[src/rtl/icache_miss_refill_ctrl.sv]
// rtl/icache_miss_refill_ctrl.sv - icache miss/refill engine: one outstanding line refill
//
// Purpose:
//   Accepts a single tag miss, issues a line-aligned downstream read, gathers
//   BEATS response beats into a line buffer and writes the line into the data
//   array. A one-cycle completion pulse reports the refill to the fetch pipe.
//   stall is held to the tag controller for the whole refill.
//
// Ports:
//   clk, rst                    clock, synchronous active-high reset
//   miss_vld/miss_rdy           miss handshake; miss_addr, miss_way, miss_prefetch
//   dn_req_vld/dn_req_rdy       downstream read request; dn_req_addr (line aligned)
//   dn_rsp_vld/dn_rsp_rdy       refill beats; dn_rsp_data, dn_rsp_last, dn_rsp_err
//   data_wr_*                   data array line write (way, index, full line)
//   refill_done_vld             completion pulse; refill_addr/err/prefetch
//   stall                       refill in progress

module icache_miss_refill_ctrl #(
  parameter int ADDR_WIDTH   = 32,
  parameter int INDEX_WIDTH  = 6,
  parameter int OFFSET_WIDTH = 6,
  parameter int BUS_WIDTH    = 128,
  parameter int LINE_WIDTH   = 512,
  parameter int WAY_NUM      = 2,
  localparam int WAY_W       = (WAY_NUM > 1) ? $clog2(WAY_NUM) : 1
) (
  input  logic                   clk,
  input  logic                   rst,
  input  logic                   miss_vld,
  output logic                   miss_rdy,
  input  logic [ADDR_WIDTH-1:0]  miss_addr,
  input  logic [WAY_W-1:0]       miss_way,
  input  logic                   miss_prefetch,
  output logic                   dn_req_vld,
  input  logic                   dn_req_rdy,
  output logic [ADDR_WIDTH-1:0]  dn_req_addr,
  input  logic                   dn_rsp_vld,
  output logic                   dn_rsp_rdy,
  input  logic [BUS_WIDTH-1:0]   dn_rsp_data,
  input  logic                   dn_rsp_last,
  input  logic                   dn_rsp_err,
  output logic                   data_wr_en,
  output logic [WAY_W-1:0]       data_wr_way,
  output logic [INDEX_WIDTH-1:0] data_wr_index,
  output logic [LINE_WIDTH-1:0]  data_wr_data,
  output logic                   refill_done_vld,
  output logic [ADDR_WIDTH-1:0]  refill_addr,
  output logic                   refill_err,
  output logic                   refill_prefetch,
  output logic                   stall
);

  localparam int BEATS = LINE_WIDTH / BUS_WIDTH;
  localparam int CNT_W = (BEATS > 1) ? $clog2(BEATS) : 1;
  localparam logic [CNT_W-1:0] LAST_CNT = CNT_W'(BEATS - 1);
  localparam logic [ADDR_WIDTH-1:0] OFFSET_MASK =
    {{(ADDR_WIDTH-OFFSET_WIDTH){1'b1}}, {OFFSET_WIDTH{1'b0}}};

  typedef enum logic [1:0] {
    S_IDLE,
    S_REQ,
    S_DATA,
    S_WRITE
  } state_t;

  state_t                r_state;
  logic [ADDR_WIDTH-1:0] r_addr;
  logic [WAY_W-1:0]      r_way;
  logic                  r_prefetch;
  logic [LINE_WIDTH-1:0] r_buf;
  logic [CNT_W-1:0]      r_cnt;
  logic                  r_err;

  logic w_cnt_last;
  logic w_beat_end;

  assign w_cnt_last = (r_cnt == LAST_CNT);
  // A beat ends the transfer either on its own last marker (possibly early)
  // or because the buffer is full, whichever comes first.
  assign w_beat_end = dn_rsp_last || w_cnt_last;

  always_ff @(posedge clk) begin
    if (rst) begin
      r_state    <= S_IDLE;
      r_addr     <= '0;
      r_way      <= '0;
      r_prefetch <= 1'b0;
      r_buf      <= '0;
      r_cnt      <= '0;
      r_err      <= 1'b0;
    end else begin
      case (r_state)
        S_IDLE: begin
          if (miss_vld) begin
            // Masking rather than slicing keeps the full captured address
            // available for refill_addr with its offset already zero.
            r_addr     <= miss_addr & OFFSET_MASK;
            r_way      <= miss_way;
            r_prefetch <= miss_prefetch;
            r_buf      <= '0;
            r_cnt      <= '0;
            r_err      <= 1'b0;
            r_state    <= S_REQ;
          end
        end
        S_REQ: begin
          if (dn_req_rdy) begin
            r_state <= S_DATA;
          end
        end
        S_DATA: begin
          if (dn_rsp_vld) begin
            for (int k = 0; k < BEATS; k++) begin
              if (r_cnt == CNT_W'(k)) begin
                r_buf[k*BUS_WIDTH +: BUS_WIDTH] <= dn_rsp_data;
              end
            end
            r_cnt <= r_cnt + CNT_W'(1);
            // Bus error, early last and missing last all poison the line.
            r_err <= r_err | dn_rsp_err
                           | (dn_rsp_last && !w_cnt_last)
                           | (w_cnt_last && !dn_rsp_last);
            if (w_beat_end) begin
              r_state <= S_WRITE;
            end
          end
        end
        S_WRITE: begin
          r_state <= S_IDLE;
        end
        default: begin
          r_state <= S_IDLE;
        end
      endcase
    end
  end

  // Handshake and strobe outputs decode the state register directly, so they
  // change only on clock edges.
  assign miss_rdy        = (r_state == S_IDLE);
  assign stall           = (r_state != S_IDLE);
  assign dn_req_vld      = (r_state == S_REQ);
  assign dn_req_addr     = r_addr;
  assign dn_rsp_rdy      = (r_state == S_DATA);

  assign data_wr_en      = (r_state == S_WRITE) && !r_err;
  assign data_wr_way     = r_way;
  assign data_wr_index   = r_addr[OFFSET_WIDTH+INDEX_WIDTH-1:OFFSET_WIDTH];
  assign data_wr_data    = r_buf;

  assign refill_done_vld = (r_state == S_WRITE);
  assign refill_addr     = r_addr;
  assign refill_err      = r_err;
  assign refill_prefetch = r_prefetch;

endmodule

[config.mk]
export PLATFORM = sky130hd
export DESIGN_NAME = icache_miss_refill_ctrl
export DESIGN_NICKNAME = d
export VERILOG_FILES = /design/src/rtl/icache_miss_refill_ctrl.sv
export SDC_FILE = /design/constraint.sdc
export NUM_CORES = 1
export LEC_CHECK = 0
export ABC_AREA = 1
export BUFFER_PORTS_ARGS = -buffer_cell sky130_fd_sc_hd__buf_2
export CORE_AREA = 2 2 298 300
export CTS_CLUSTER_DIAMETER = 100
export DETAILED_ROUTE_END_ITERATION = 10
export DIE_AREA = 0 0 300 302
export SLEW_MARGIN = 20
export SYNTH_ARGS = -nofsm -noshare
export SYNTH_HDL_FRONTEND = slang
export SYNTH_SLANG_ARGS = --single-unit
[constraint.sdc]
create_clock -name clk -period 2.45 [get_ports clk]
set_input_delay 0.49 -clock clk [delete_from_list [all_inputs] [get_ports clk]]
set_output_delay 0.49 -clock clk [all_outputs]
set_load 0.1 [all_outputs]
==> results.ini, run 1 <==
[run_status]
outcome = complete, no violations

[yosys]
syn_inst = 3387
synth_ff_type = dfxtp_1
avgSynthCellArea_um2 = 6.81
synth-seq-cells = 545
synth-edff-count = 0
yosys.cell_types.count = 25
synth_top_area_share_pct = 47.3
synth_async_sr_flop_share_pct = 0
synthTopCellsByArea = dfxtp_1, nor2_1, nand2_1, nand4_1, inv_1
synth_seq_area_share_pct = 47.3
syn-cell-area_mm2 = 0.0231
yosys_warnings = 0
yosys.area.top_type = dfxtp_1

[global_routing]
grt_pass1_wl_um = 137000
gr-total-overflow = 0
antenna_found_initial = 6
grt_max_degree = 109
grt_util_all_layers_pct = 19.6
grt_pass1_vias = 21900

[clocking]
ctsLongestPathBuffers = 3
cts_setup_buffers = 0
cts_made_buffers = 60
clockRootBuffer = clkbuf_16
clk_latency_ns = 0.62
path_clk_slew_ns = 0.06
cts_tree = built
cts_sinks = 545
htree_levels = 2

[placement]
place_hpwl_um = 64300
place.gp.congestion = 0.893
portBuffers = 741

[die]
die_y_um = 302
die_w_um = 300
coreArea_mm2 = 0.0876
start_util_pct = 26.4
io-pin-count = 760
die_area_mm2 = 0.0906
num_rows = 109

[layout]
fin_nets = 4187
fillers = 9546
seq_area_mm2 = 0.0109
final_common_cell = nor2_1
final_cell_mix = nor2_1, nand2_1, buf_2
multi_input_area_mm2 = 0.00989
layout-drive-gt1-share_pct = 24.1
area_growth_pct = 31.0

[timing]
period_share_pct = 94.0
rsz0062_at_grt = no
tns_ns = 0
setup_viol = 0
hold_violations = 0
max_freq_mhz = 434
worst_pin_slew_ns = 0.719
period_minus_slack_ns = 2.30
finalMaxSlewViolations = 0
clock_skew_ns = 0.0114
relSlewSlack_pct = 52.4

[worst_hold_path]
hp-class = input pin to flop
hp-start = miss_addr[23]

[critical_path]
crit_start = r_state[0]$_SDFFE_PP0P_
cp.arrival_ns = 1.81
endpoint_kind = primary output
required_ns = 1.96
critical_path.max_fanout = 6
reg2reg_from = r_state[0]$_SDFFE_PP0P_
cp-start-kind = flop
crit_type = flop to primary output

[detailed_routing]
routed_via_density = 4.57
drt_iter0_drc = 1724
drc = 0
vias = 23900
wl_per_cell_um = 17.8
first_pass_iters = 5
drtAntennaViolNets = 0
finalWirelength_um = 92900

[run]
drv_cap = 0

[state kept, by name (all words and copies together) (netlist names)]
register / count
r_cnt: 2
data_wr_way: 1
refill_err: 1
dn_req_addr: 26
r_state: 2
refill_prefetch: 1
data_wr_data: 512
[final timing paths]
check                                                endpoint  slack (ns)  cells after the start
worst min register to register  data_wr_data[73]$_SDFFE_PP0P_        0.46                      2
worst min-delay path             dn_req_addr[23]$_SDFFE_PP0P_        0.10                      3
worst max-delay path                                 miss_rdy        0.15                      3
worst max register to register  data_wr_data[86]$_SDFFE_PP0P_        0.23                      9
[critical path, cell delays in order (launching register included)]
cell and delay [ns]:
dfxtp_1 0.34, inv_1 0.15, ha_2 0.35, buf_4 0.34
[Yosys cell counts, types with 2 or more instances]
cell / count
nor2_1: 1092
nand2_1: 769
dfxtp_1: 545
nand4_1: 284
inv_1: 209
nand3_1: 121
buf_2: 100
clkbuf_1: 81
buf_4: 77
buf_1: 45
o21ai_0: 25
ha_1: 9
inv_2: 6
buf_6: 5
o21ai_1: 4
a21oi_1: 3
nand2_4: 3
nand3_2: 2
[final cells by class]
type | count | area share [%]
diodes | 4 | 0.0331
clock buffers | 87 | 5.83
clock inverters | 23 | 0.766
inverters | 215 | 2.73
multi-input cells | 2330 | 32.7
flip-flops and latches | 545 | 36.1
well taps | 1165 | 4.82
repair buffers | 857 | 17.0
[what timing repair did]
item | in CTS | in global routing
setup endpoints to repair | 3 | 0
resized for setup | 4 | 0
hold buffers | 0 | 0
[per-stage QoR]
stage	hold slack, ns	util (%)	worst slack, ns	instances	instance area, um2
final	0.102	34.5	0.148	5226	30200
after CTS	0.0571	34.5	0.0885	5222	30200
after detailed placement	0.452	32.2	0.114	5112	28200
after global routing	0.0660	34.5	0.0346	5225	30200
after floorplan	0.471	-	0.0162	3398	23100
after global placement	0.444	32.2	0.181	5112	28200
[metal layers]
metal | track usage (%) | vias to the layer above | routed length [um]
met5 | 0 | - | 9
met4 | 6.77 | 2 | 2960
met3 | 4.60 | 168 | 7510
met2 | 31.3 | 918 | 42200
met1 | 25.8 | 11100 | 40300
li1 | - | 11700 | -
[kinds of logic after synthesis]
kind of cell               share of synthesized area, %
other                                            0.0162
AOI/OAI and AO/OA                                 0.764
DFF                                                47.3
adders and majority gates                         0.488
and+or+nand+nor                                    41.0
buffers and inverters                              10.5
Power of run 1 is not shown: default switching activity piles up to over one toggle a cycle in this logic, so the estimate is an artifact.
==> inputs of run 2 (changes only) <==
- CORE_AREA: 2 2 298 300 -> 2 2 299 301
- DIE_AREA: 0 0 300 302 -> 0 0 301 303
- SETUP_SLACK_MARGIN: default -> 0.3
==> run 2 against run 1 <==
Fmax rose by 10%; die area grew 0.67%; via count increased by 1.2%; core utilization rose by 0.62 points; critical endpoint is now data_wr_data[111]$_SDFFE_PP0P_; first-iteration DRC count is 0.81% higher; cell count up 0.25%; sequential share of layout area shrank 0.79 points; critical path depth is 7 higher; global-route usage down 0.15 points; non-clock buffer count grew 7.
==> results.ini, run 2 (same netlist as run 1, synthesis figures left out) <==
[detailed_routing]
routed_via_density = 4.62
wl_per_cell_um = 18.8
drtAntennaViolNets = 0
drc = 0
first_pass_iters = 5
vias = 24200
finalWirelength_um = 98400
drt_iter0_drc = 1738

[layout]
layout-drive-gt1-share_pct = 24.6
final_common_cell = nor2_1
area_growth_pct = 34.0
largest_reg_flops = 512
final_cell_mix = nor2_1, nand2_1, buf_2
final_util_pct = 35.2
fin_nets = 4200
fin_cells = 5239

[clocking]
cts_tree = built
cts_made_buffers = 66
path_clk_slew_ns = 0.06
ctsLongestPathBuffers = 3
clockRootBuffer = clkbuf_16
clk_latency_ns = 0.61
htree_levels = 3
cts_sinks = 545
cts-hold-fix-buffers = 0

[global_routing]
grt_pass1_wl_um = 137000
grt_max_degree = 89
gr-total-overflow = 0
grt_pass1_vias = 21900
grt_util_all_layers_pct = 19.4
antenna_found_initial = 5

[timing]
hold_violations = 0
rsz0062_at_grt = yes
period_share_pct = 85.3
setup_viol = 0
tns_ns = 0
worst_pin_slew_ns = 0.611
max_freq_mhz = 478
finalMaxSlewViolations = 0
fin_hold_ws_ns = 0.131
relSlewSlack_pct = 59.5
clock_skew_ns = 0.0244
period_minus_slack_ns = 2.09

[die]
coreArea_mm2 = 0.0880
io-pin-count = 760
die_area_mm2 = 0.0912
num_rows = 109
die_w_um = 301
start_util_pct = 26.2
die_y_um = 303

[run]
drv_cap = 0

[placement]
portBuffers = 741
place.gp.congestion = 0.852
place_hpwl_um = 62900
placed_cells = 5090

[critical_path]
critical_path.max_fanout = 19
crit_type = flop to flop
endpoint_kind = flop
cp-start-kind = flop
required_ns = 2.97
cp.arrival_ns = 2.61

[worst_hold_path]
hp-class = input pin to flop

[run_status]
outcome = complete, no violations

## run 2: changes by cell type in the layout (fill, tap and decap cells not counted), moves of 4 or more
cell,change
nand2_2,+10
buf_6,+6
buf_4,-12
clkbuf_8,-4
clkbuf_16,+20
buf_16,+7
clkinv_2,-6
clkbuf_1,+6
clkinv_8,+4
buf_12,-6
nand2_1,-12
## run 2: final timing paths
| path | from | end | slack, ns | cells after the start |
|---|---|---|---|---|
| min | miss_addr[23] | dn_req_addr[23]$_SDFFE_PP0P_ | 0.13 | 3 |
| max reg2reg | r_state[0]$_SDFFE_PP0P_ | data_wr_data[111]$_SDFFE_PP0P_ | 0.36 | 10 |
| max | r_state[0]$_SDFFE_PP0P_ | data_wr_data[111]$_SDFFE_PP0P_ | 0.36 | 10 |
| min reg2reg | data_wr_data[183]$_SDFFE_PP0P_ | data_wr_data[183]$_SDFFE_PP0P_ | 0.46 | 2 |
## run 2: metrics by stage
step	worst slack (ns)	instance area (um2)
6_report	0.359	30900
2_1_floorplan	0.0998	23100
3_5_place_dp	0.214	28000
5_1_grt	0.280	30900
3_3_place_gp	0.268	28000
4_1_cts	0.225	30400
## run 2: what timing repair did
item / CTS / global route
pin swaps: 1 / 3
endpoints found under the setup margin: 47 / 191
gates resized for setup: 14 / 29
gates cloned: 1 / 12
buffers inserted: 5 / 11
## run 2: worst max-delay path, stage by stage, from the launching register on
cell       delay, ns
dfxtp_2         0.34
inv_2           0.11
ha_4            0.20
buf_4           0.18
buf_8           0.20
buf_12          0.20
clkbuf_16       0.27
nand2_1         0.17
nand4_1         0.13
nand2_1         0.05
nor2_1          0.11
## run 2: layout make-up
| class | count | area, um2 |
|---|---|---|
| antenna | 2 | 5.00 |
| sequential | 545 | 10900 |
| clock inverter | 21 | 293 |
| fill | 9484 | 57000 |
| timing repair buffer | 864 | 5550 |
| tap | 1165 | 1460 |
| clock buffer | 97 | 1930 |
| multi-input combinational | 2330 | 9950 |
| inverter | 215 | 827 |
## run 2: metal layers
| metal | vias up | track usage, % | share of wire, % |
|---|---|---|---|
| li1 | 11800 | - | - |
| met1 | 11200 | 25.6 | 44 |
| met2 | 1003 | 31.1 | 45 |
| met3 | 168 | 4.51 | 8.2 |
| met4 | 4 | 6.73 | 2.8 |
| met5 | - | 0 | 0.018 |
Power of run 2 is left out for the same reason.
==> inputs of run 3 (changes only) <==
- clock period: 2.45 -> 2.5 ns (I/O delays scaled with it)
==> run 3 against run 2 <==
Cell count down 0.13%; register-to-register slack better by 0.06 ns; first-iteration DRC count rose by 22%; clock skew shrank 0.0049 ns; flip-flop and latch count is the same; worst hold slack got worse by 0.010 ns; critical path depth decreased by 6; sequential share of layout area increased by 0.37 points; routed wire length shrank 3.2%; count of clock-buffer cells in the layout fell by 2; via count down 0.53%; critical path type is now flop to primary output.
==> results.ini, run 3 (same netlist as run 1, synthesis figures left out) <==
[run_status]
outcome = complete, no violations

[global_routing]
grt_util_met1_pct = 25.2
grt_util_all_layers_pct = 19.2
antenna_found_initial = 8
gr-total-overflow = 0
busiest_layer = met2
grt_pass1_wl_um = 136000
grtUsageMet3_pct = 4.17
grt_pass1_vias = 21500
grt_max_degree = 104
gr-usage-met2_pct = 30.7

[timing]
max_freq_mhz = 470
rsz0062_at_grt = yes
setup_viol = 0
period_minus_slack_ns = 2.13
worst_pin_slew_ns = 0.652
hold_violations = 0
clock_skew_ns = 0.0195
finalMaxSlewViolations = 0
tns_ns = 0
period_share_pct = 85.1
relSlewSlack_pct = 56.5
fin_ws_ns = 0.371

[critical_path]
cp-start-kind = flop
cp.arrival_ns = 1.63
crit_type = flop to primary output
critical_path.max_fanout = 6
endpoint_kind = primary output
required_ns = 2.00

[layout]
layout-drive-gt1-share_pct = 24.3
fin_nets = 4194
final_common_cell = nor2_1
final_cell_mix = nor2_1, nand2_1, buf_2
multi_input_area_mm2 = 0.00991
fin_cells = 5232
fillers = 9506
largest_reg_flops = 512
area_growth_pct = 32.6
seq_area_mm2 = 0.0109

[detailed_routing]
first_pass_iters = 5
routed_via_density = 4.60
drtAntennaViolNets = 0
wl_per_cell_um = 18.2
drc = 0
drt_iter0_drc = 2115
finalWirelength_um = 95300
vias = 24100

[placement]
place_ws_ns = 0.0855
place_hpwl_um = 62500
placed_cells = 5088
portBuffers = 741
place.gp.congestion = 0.851

[clocking]
clockRootBuffer = clkbuf_16
cts_made_buffers = 60
cts_tree = built
path_clk_slew_ns = 0.06
clk_latency_ns = 0.62
ctsLongestPathBuffers = 3
cts_sinks = 545
cts-hold-fix-buffers = 0
htree_levels = 2

[worst_hold_path]
hp-class = input pin to flop

[die]
die_area_mm2 = 0.0912
die_w_um = 301
coreArea_mm2 = 0.0880
start_util_pct = 26.2
num_rows = 109
io-pin-count = 760
die_y_um = 303

[run]
drv_cap = 0

[run 3: changes by cell type in the layout (fill, tap and decap cells not counted), moves of 2 or more]
| cell | delta |
|---|---|
| buf_12 | -3 |
| buf_16 | +2 |
| buf_4 | +8 |
| buf_6 | -3 |
| bufinv_16 | -3 |
| clkbuf_1 | -4 |
| clkbuf_16 | -12 |
| clkbuf_8 | +10 |
| clkinv_8 | -4 |
| clkinvlp_4 | +2 |
| nand2_1 | +12 |
| nand2_2 | -12 |
[run 3: per-layer routing]
metal,vias up,part of all wire (%)
met5,-,0.033
met4,6,3.4
met3,182,8.8
met2,1128,45
met1,11000,42
li1,11800,-
[run 3: through the flow]
step | util, % | instance area [um2] | hold WS [ns]
final | 34.8 | 30600 | 0.121
after global routing | 34.8 | 30600 | 0.113
after CTS | 34.3 | 30200 | 0.0745
after detailed placement | 31.8 | 28000 | 0.450
after global placement | 31.8 | 28000 | 0.444
after floorplan | - | 23100 | 0.471
[run 3: what timing repair did]
item / CTS / global route
setup buffers: 8 / 13
pin swaps: 1 / 2
gates resized for setup: 10 / 19
endpoints found under the setup margin: 16 / 424
cloned: 2 / 8
[run 3: final timing paths]
| path | start | end | slack (ns) | cells past startpoint |
|---|---|---|---|---|
| max | r_state[1]$_SDFFE_PP0P_ | stall | 0.37 | 4 |
| min | miss_addr[21] | dn_req_addr[21]$_SDFFE_PP0P_ | 0.12 | 3 |
| max reg2reg | r_state[0]$_SDFFE_PP0P_ | data_wr_data[240]$_SDFFE_PP0P_ | 0.42 | 12 |
| min reg2reg | data_wr_data[363]$_SDFFE_PP0P_ | data_wr_data[363]$_SDFFE_PP0P_ | 0.46 | 2 |
[run 3: critical path, stage by stage, from the launching register on]
cell,delay (ns)
dfxtp_2,0.37
inv_1,0.10
ha_4,0.23
inv_1,0.08
buf_6,0.22
[run 3: layout make-up]
type,count,area share (%)
inverter,215,2.72
clock buffer,95,6.06
sequential,545,35.7
multi-input combinational,2330,32.4
tap,1165,4.76
timing repair buffer,864,17.9
antenna,2,0.0164
clock inverter,16,0.470
Power of run 3 is left out for the same reason.
